[src/rtl/rr_arbiter_8.sv]
// Round-robin arbiter over 8 requesters with one-hot and encoded grant; grant visible 1 cycle after request.
// No backpressure: the holder keeps the grant until done_i or a MAX_HOLD timeout, then one idle cycle re-arbitrates.
module rr_arbiter_8 #(
  parameter int MAX_HOLD = 16
) (
  input  logic       clk_i,
  input  logic       rst_i,
  input  logic [7:0] req_i,
  input  logic       done_i,
  output logic [7:0] grant_o,
  output logic [2:0] grant_idx_o,
  output logic       grant_valid_o,
  output logic       timeout_o
);

  localparam int CNT_W = (MAX_HOLD > 0) ? $clog2(MAX_HOLD + 1) : 1;
  localparam logic [CNT_W-1:0] HOLD_LAST = CNT_W'((MAX_HOLD > 0) ? MAX_HOLD - 1 : 0);

  typedef enum logic {IDLE, BUSY} state_t;

  state_t           state_q, state_d;
  logic [2:0]       idx_q, idx_d;
  logic [2:0]       ptr_q, ptr_d;
  logic [CNT_W-1:0] cnt_q, cnt_d;
  logic             timeout_q, timeout_d;

  logic [15:0]      req_dbl;
  logic [7:0]       req_rot;
  logic [2:0]       off;

  // Rotate requests so bit 0 is the pointer position; lowest set bit is the winner offset.
  always_comb begin
    req_dbl = {req_i, req_i};
    req_rot = req_dbl[ptr_q +: 8];
    off     = 3'd0;
    for (int i = 7; i >= 0; i--) begin
      if (req_rot[i]) off = 3'(i);
    end
  end

  always_comb begin
    state_d   = state_q;
    idx_d     = idx_q;
    ptr_d     = ptr_q;
    cnt_d     = cnt_q;
    timeout_d = 1'b0;
    case (state_q)
      IDLE: begin
        cnt_d = '0;
        if (|req_i) begin
          state_d = BUSY;
          idx_d   = ptr_q + off;
        end
      end
      BUSY: begin
        cnt_d = cnt_q + 1'b1;
        if (done_i) begin
          state_d = IDLE;
          ptr_d   = idx_q + 3'd1;
        end else if ((MAX_HOLD > 0) && (cnt_q == HOLD_LAST)) begin
          state_d   = IDLE;
          ptr_d     = idx_q + 3'd1;
          timeout_d = 1'b1;
        end
      end
    endcase
  end

  always_ff @(posedge clk_i) begin
    if (rst_i) begin
      state_q   <= IDLE;
      idx_q     <= 3'd0;
      ptr_q     <= 3'd0;
      cnt_q     <= '0;
      timeout_q <= 1'b0;
    end else begin
      state_q   <= state_d;
      idx_q     <= idx_d;
      ptr_q     <= ptr_d;
      cnt_q     <= cnt_d;
      timeout_q <= timeout_d;
    end
  end

  assign grant_valid_o = (state_q == BUSY);
  assign grant_idx_o   = grant_valid_o ? idx_q : 3'd0;
  assign grant_o       = grant_valid_o ? (8'd1 << idx_q) : 8'd0;
  assign timeout_o     = timeout_q;

endmodule
[config.mk]
export PLATFORM = sky130hd
export DESIGN_NAME = rr_arbiter_8
export DESIGN_NICKNAME = d
export VERILOG_FILES = /design/src/rtl/rr_arbiter_8.sv
export SDC_FILE = /design/constraint.sdc
export NUM_CORES = 1
export LEC_CHECK = 0
export CAP_MARGIN = 20
export CORE_ASPECT_RATIO = 0.9
export CORE_UTILIZATION = 45
export DETAILED_ROUTE_END_ITERATION = 8
export PLACE_DENSITY = 0.74
export SETUP_SLACK_MARGIN = 0.1
export SKIP_LAST_GASP = 1
export SLEW_MARGIN = 20
export SYNTH_ARGS = -nofsm -noshare
export SYNTH_HDL_FRONTEND = slang
export SYNTH_SLANG_ARGS = --single-unit
[constraint.sdc]
create_clock -name clk_i -period 2.7 [get_ports clk_i]
set_input_delay 0.675 -clock clk_i [delete_from_list [all_inputs] [get_ports clk_i]]
set_output_delay 0.675 -clock clk_i [all_outputs]
set_load 0.02 [all_outputs]
==> impl_metrics.toml, run 1 <==
[route]
drtAntennaViolNets = 0
firstDrtPassIters = 4
drtIter0Drc = 50
drc_errors = 0
vias = 1276
routedWlPerCell_um = 15.7
wl_um = 3550
via_per_inst = 5.65

[die]
io_pins = 24
num_rows = 17
die_w_um = 56.2
core_sq_um = 2470
initial_core_util_pct = 48.2
dieArea_sq_um = 2850
die_y_um = 50.8

[logic_synthesis]
synthFlopType = "dfxtp_1"
synth-async-reset-ratio_pct = 0
ys_types = 43
ys_seq_elements = 13
syn_area_sq_um = 1190
avgSynthCellArea_sq_um = 7.87
yosysWarnings = 0
syn_inst = 151
synth_edf_count = 0
seq_area_frac_synth_pct = 21.9
synth_fp_nets = 172

[place]
place_inst = 219
place_hpwl_um = 2550
place_congestion = 0.910
place_ws_ps = -484
placed_cell_area_sq_um = 1590
numPortBuffers = 23

[sta]
fin_crit_ps = 2610
setup_viol = 0
tightest_slew_ps = 717
hold_viol = 0
slew_headroom_pct = 51.9
fin_ws_ps = 94.3
fmax_mhz = 384
drv_slew = 0
fin_crit_sh_pct = 96.5
finalClockSkew_ps = 1.72
rsz0062_at_grt = "yes"

[grt]
grt_pass1_wl_um = 5420
grt_usage_pct = 24.6
grt_max_degree = 15
antenna_found_initial = 0
grt_pass1_vias = 1177
grt_overflow = 0

[run]
max_cap_violations = 0

[finish]
final_nets = 220
finish.utilization_pct = 69.5
fin_area_sq_um = 1710
diodes = 0
fill_cells = 187
areaGrowthSynthToFinish_pct = 44.2
layout.cells.non_filler = 226
drive_gt1_share_pct = 33.3

[pwr]
p_leak_nw = 0.724
swShare_pct = 35.7
power_switching_w = 0.000206
power.total_w = 0.000578
intPower_w = 0.000372
power_frac_seq_pct = 38.4
clkPwrFrac_pct = 21.1
comb_power_share_pct = 40.6
vdd_drop_max_mv = 0.389
power.density_nw_per_um2 = 337

[worst_hold_path]
hp-class = "register to register"

[setup_path]
crit_arrival_ps = 2830
worst_path_max_delay_cell = "dfxtp_1"
critPathMaxFanout = 14
startpoint_type = "register"
worstPathRequired_ps = 2920
end_kind = "register"
crit_chain = "nor2_1 -> a211oi_2 -> o221ai_1 -> nand2_1 -> ha_2 -> inv_2 -> fa_2 -> xnor2_2 -> nor2_1 -> nand2_1 -> a21oi_1 -> nand3b_1"
slowest_delay_ps = 710
critical_path_class = "register to register"

[cts]
cts_tree = "built"
clkSinkCount = 13
clk_latency_ps = 280
clkSlewWorstSetupHoldPaths_ps = 80
clk_path_buf_depth = 2
cts_max_level = 1
clock-root-buffer = "clkbuf_4"
numCtsBuffers = 3

[run_status]
status = "completed"
-- flip-flops by register name, summed over array words and instances (netlist names) --
| name | flops |
|---|---|
| grant_valid_o | 1 |
| ptr_q | 3 |
| timeout_o | 1 |
| idx_q | 3 |
| cnt_q | 5 |
-- cells in the mapped netlist (all sizes together) (2+ instances only) --
cell,count,area share (%)
a31oi,2,1.1
mux4,3,6.0
o221ai,2,1.5
ha,9,9.5
o21ai,5,2.1
nor2b,3,2.2
nor3,4,1.7
clkbuf,6,2.1
nand2,6,1.9
a21oi,13,5.8
nand2b,5,3.5
and2,9,4.7
o311ai,2,1.5
nand3b,2,1.3
dfxtp,13,22
nor2,22,6.9
and3,6,3.2
buf,2,1.9
inv,12,3.8
a211oi,5,3.6
nand3,6,2.9
xnor2,2,1.5
-- power by group through the flow --
| stage | sequential (W) | combinational [W] | clock (W) |
|---|---|---|---|
| 6_report | 0.000222 | 0.000235 | 0.000122 |
| 5_1_grt | 0.000224 | 0.000255 | 0.000130 |
| 3_5_place_dp | 0.000226 | 0.000205 | 0 |
| 4_1_cts | 0.000222 | 0.000211 | 0.000126 |
| 3_3_place_gp | 0.000225 | 0.000197 | 0 |
| 2_1_floorplan | 0.000216 | 0.000122 | 0 |
-- layer usage --
metal / GRT usage [%] / vias to the layer above / routed length [um]
li1: - / 624 / -
met1: 30.6 / 595 / 1480
met2: 43.5 / 47 / 1800
met3: 4.12 / 10 / 187
met4: 7.72 / 0 / 92
met5: 0 / - / 0
-- area by class of cell --
class | count | area [sq um] | area share (%)
clock buffer | 3 | 22.5 | 1.31
clock inverter | 1 | 5.00 | 0.292
inverter | 12 | 45.0 | 2.63
multi-input combinational | 118 | 913 | 53.3
sequential | 13 | 265 | 15.5
tap | 28 | 35.0 | 2.04
timing repair buffer | 51 | 428 | 25.0
-- logic make-up (layout without fill, tap and decap cells) --
| group | Yosys count | in the layout | synth area share [%] |
|---|---|---|---|
| AOI/OAI and AO/OA | 33 | 33 | 18.3 |
| xor gates and xnor gates | 3 | 3 | 2.21 |
| adders and majority gates | 10 | 10 | 11.2 |
| buffers and inverters | 20 | 67 | 7.79 |
| DFF | 13 | 13 | 21.9 |
| muxes | 4 | 4 | 6.84 |
| and+or+nand+nor | 68 | 68 | 31.8 |
-- worst max-delay path, delay by kind of cell (launching register included) --
family	cells	cell delay (ps)
buffers and inverters	1	40
flip-flops	1	710
AO/OA/AOI/OAI	3	620
AND/OR/NAND/NOR	5	530
XOR/XNOR	1	140
adder cells (fa/ha/maj)	2	500
-- stage by stage --
step           hold WS (ps)  TNS [ps]
6_report                466         0
3_5_place_dp            457      -952
3_3_place_gp            430      -862
5_1_grt                 503         0
4_1_cts                 473         0
2_1_floorplan           418         0
-- path summary, 6_finish.rpt --
path                  from  endpoint  slack (ps)  depth (start not counted)
hold reg to reg   cnt_q[0]  cnt_q[0]         470                          1
setup reg to reg  ptr_q[1]  idx_q[2]          90                         12
hold / removal    cnt_q[0]  cnt_q[0]         470                          1
setup / recovery  ptr_q[1]  idx_q[2]          90                         12
-- timing repair --
| action | CTS | global route |
|---|---|---|
| hold buffers | 0 | 0 |
| pin swaps | 8 | 12 |
| setup buffers | 0 | 3 |
| resized for setup | 36 | 18 |
| endpoints found under the setup margin | 2 | 5 |
-- layout by cell type (no fill, tap or decap), types with 4 or more instances in the layout --
cell type	Yosys	layout
ha_1	9	8
nand3_1	5	5
and3_1	6	6
o21ai_0	5	4
and2_1	9	9
clkdlybuf4s50_1	0	15
nor2_1	22	21
inv_1	12	9
nor3_1	4	4
nand2_1	6	5
buf_4	0	26
a21oi_1	12	9
dfxtp_1	13	11
Power figures use the tool's default switching activity.
==> inputs of run 2 (changes only) <==
- CTS_BUF_LIST: unset -> sky130_fd_sc_hd__clkbuf_4
==> results of run 2 <==
No change in the layout: final DEF, timing and power equal those of run 1.
==> inputs of run 3 (changes only) <==
--- a/config.mk
+++ b/config.mk
@@ -13,2 +13,3 @@
 export PLACE_DENSITY = 0.74
+export REMOVE_ABC_BUFFERS = 1
 export SETUP_SLACK_MARGIN = 0.1
@@ -19 +20,2 @@
 export SYNTH_SLANG_ARGS = --single-unit
+export TNS_END_PERCENT = 20
==> constraint.sdc (replaced) <==
create_clock -name clk_i -period 2.7 [get_ports clk_i]
set_input_delay 0.27 -clock clk_i [delete_from_list [all_inputs] [get_ports clk_i]]
set_output_delay 0.27 -clock clk_i [all_outputs]
set_load 0.02 [all_outputs]
==> run 3 against run 2 <==
Compared with the run above: via count down 4.3%; critical path depth up 1; clock power up 5%; clock skew up 6.1 ps; largest power group is now registers.
==> impl_metrics.toml, run 3 (synthesis gave the netlist of run 1 again) <==
[finish]
diodes = 0
areaGrowthSynthToFinish_pct = 35.1
largest-register = "cnt_q"
final_cell_mix = "nor2_1 (22), clkdlybuf4s50_1 (21), buf_4 (15), dfxtp_1 (13), inv_1 (12)"
layout_commonest_cell = "nor2_1"
layout.cells.non_filler = 214
finish.utilization_pct = 65.1
drive_gt1_share_pct = 19.9
top_regs = "cnt_q x5, idx_q x3, ptr_q x3"
final_nets = 208
largest_register_ff_count = 5

[grt]
grt_pass1_wl_um = 4840
grt_pass1_vias = 1162
grt_overflow = 0
grt_max_degree = 22
antenna_found_initial = 0
grt_usage_pct = 21.4

[sta]
tightest_slew_ps = 663
hold_viol = 0
setup_viol = 0
fin_crit_sh_pct = 94.0
fin_crit_ps = 2540
drv_slew = 0
fmax_mhz = 394
fin_ws_ps = 161
slew_headroom_pct = 55.6
rsz0062_at_grt = "yes"
finalClockSkew_ps = 7.84

[route]
drtIter0Drc = 50
routedWlPerCell_um = 13.5
vias = 1221
wl_um = 2880
firstDrtPassIters = 4
via_per_inst = 5.71
drc_errors = 0
drtAntennaViolNets = 0

[cts]
clkSlewWorstSetupHoldPaths_ps = 80
clk_path_buf_depth = 2
cts_tree = "built"
clkSinkCount = 13
numCtsBuffers = 3
clock-root-buffer = "clkbuf_4"
clk_latency_ps = 270
cts_max_level = 1

[setup_path]
timing.rr.end = "idx_q[2]"
end_kind = "register"
r2r_start = "ptr_q[0]"
critPathMaxFanout = 3
critical_path_class = "input port to register"
crit_arrival_ps = 2750
reg2regPathDepth = 14
r2r_setup_slack_ps = 220
startpoint_type = "input port"
worstPathRequired_ps = 2920

[pwr]
comb_power_share_pct = 37.8
power.density_nw_per_um2 = 345
swShare_pct = 33.0
power_switching_w = 0.000183
clkPwrFrac_pct = 23.1
p_leak_nw = 0.666
power.total_w = 0.000554
power_frac_seq_pct = 39.1
vdd_drop_max_mv = 0.359
intPower_w = 0.000371

[worst_hold_path]
hp-class = "register to register"
whs_path_depth = 1
whs_endpoint = "cnt_q[0]"
hold_start = "cnt_q[0]"

[die]
die_w_um = 56.2
core_sq_um = 2470
die_y_um = 50.8
num_rows = 17
initial_core_util_pct = 48.2
io_pins = 24
dieArea_sq_um = 2850

[place]
place_hpwl_um = 2280
numPortBuffers = 23
place_congestion = 0.883
place_inst = 210
place_ws_ps = -212

[run_status]
status = "completed"

[run]
max_cap_violations = 0
==> run 3: power by group through the flow <==
stage | clock network (W) | registers [W] | logic [W]
6_report | 0.000128 | 0.000216 | 0.000209
5_1_grt | 0.000142 | 0.000218 | 0.000231
4_1_cts | 0.000132 | 0.000216 | 0.000198
3_5_place_dp | 0 | 0.000221 | 0.000198
3_3_place_gp | 0 | 0.000220 | 0.000193
2_1_floorplan | 0 | 0.000224 | 0.000103
==> run 3: repair_timing <==
item,in CTS,in global routing
setup buffers,0,0
hold buffers,0,0
gates resized for setup,1,11
setup endpoints to repair,1,2
pin swaps,0,2
cloned,0,0
==> run 3: worst max-delay path: stages <==
cell and delay, ps:
clkdlybuf4s50_1 470, inv_1 70, o21a_1 160, mux4_2 500
o221ai_2 170, nand2_1 80, ha_1 190, inv_1 70
fa_2 210, xnor2_2 120, nor2b_2 170, nand4_1 130
nand3b_1 140
==> run 3: cell type report <==
cell class / count / area [sq um]
tap: 28 / 35.0
sequential: 13 / 260
inverter: 12 / 45.0
fill: 212 / 862
clock buffer: 4 / 30.0
multi-input combinational: 118 / 871
timing repair buffer: 39 / 364
==> run 3: stage by stage <==
stage	TNS [ps]	hold WS [ps]	area (sq um)
6_report	0	459	1610
5_1_grt	0	483	1610
4_1_cts	0	466	1570
3_5_place_dp	-251	441	1540
3_3_place_gp	-49.6	429	1540
2_1_floorplan	0	342	1140
==> run 3: how the worst max path moves through the flow <==
stage / to / cells after the start / slack, ps / from
finish: idx_q[2] / 13 / 160 / req_i[3]
global placement: idx_q[2] / 10 / -50 / req_i[6]
detailed placement: idx_q[2] / 13 / -210 / req_i[6]
floorplan: idx_q[2] / 10 / 190 / ptr_q[0]
CTS: idx_q[2] / 14 / 100 / req_i[7]
global route: idx_q[2] / 13 / 70 / req_i[3]
==> run 3: per-layer routing <==
metal | GRT usage, % | wire length, um | up-vias
li1 | - | - | 605
met1 | 27.0 | 1320 | 576
met2 | 36.7 | 1360 | 38
met3 | 4.90 | 184 | 2
met4 | 5.69 | 14 | 0
met5 | 0 | 0 | -
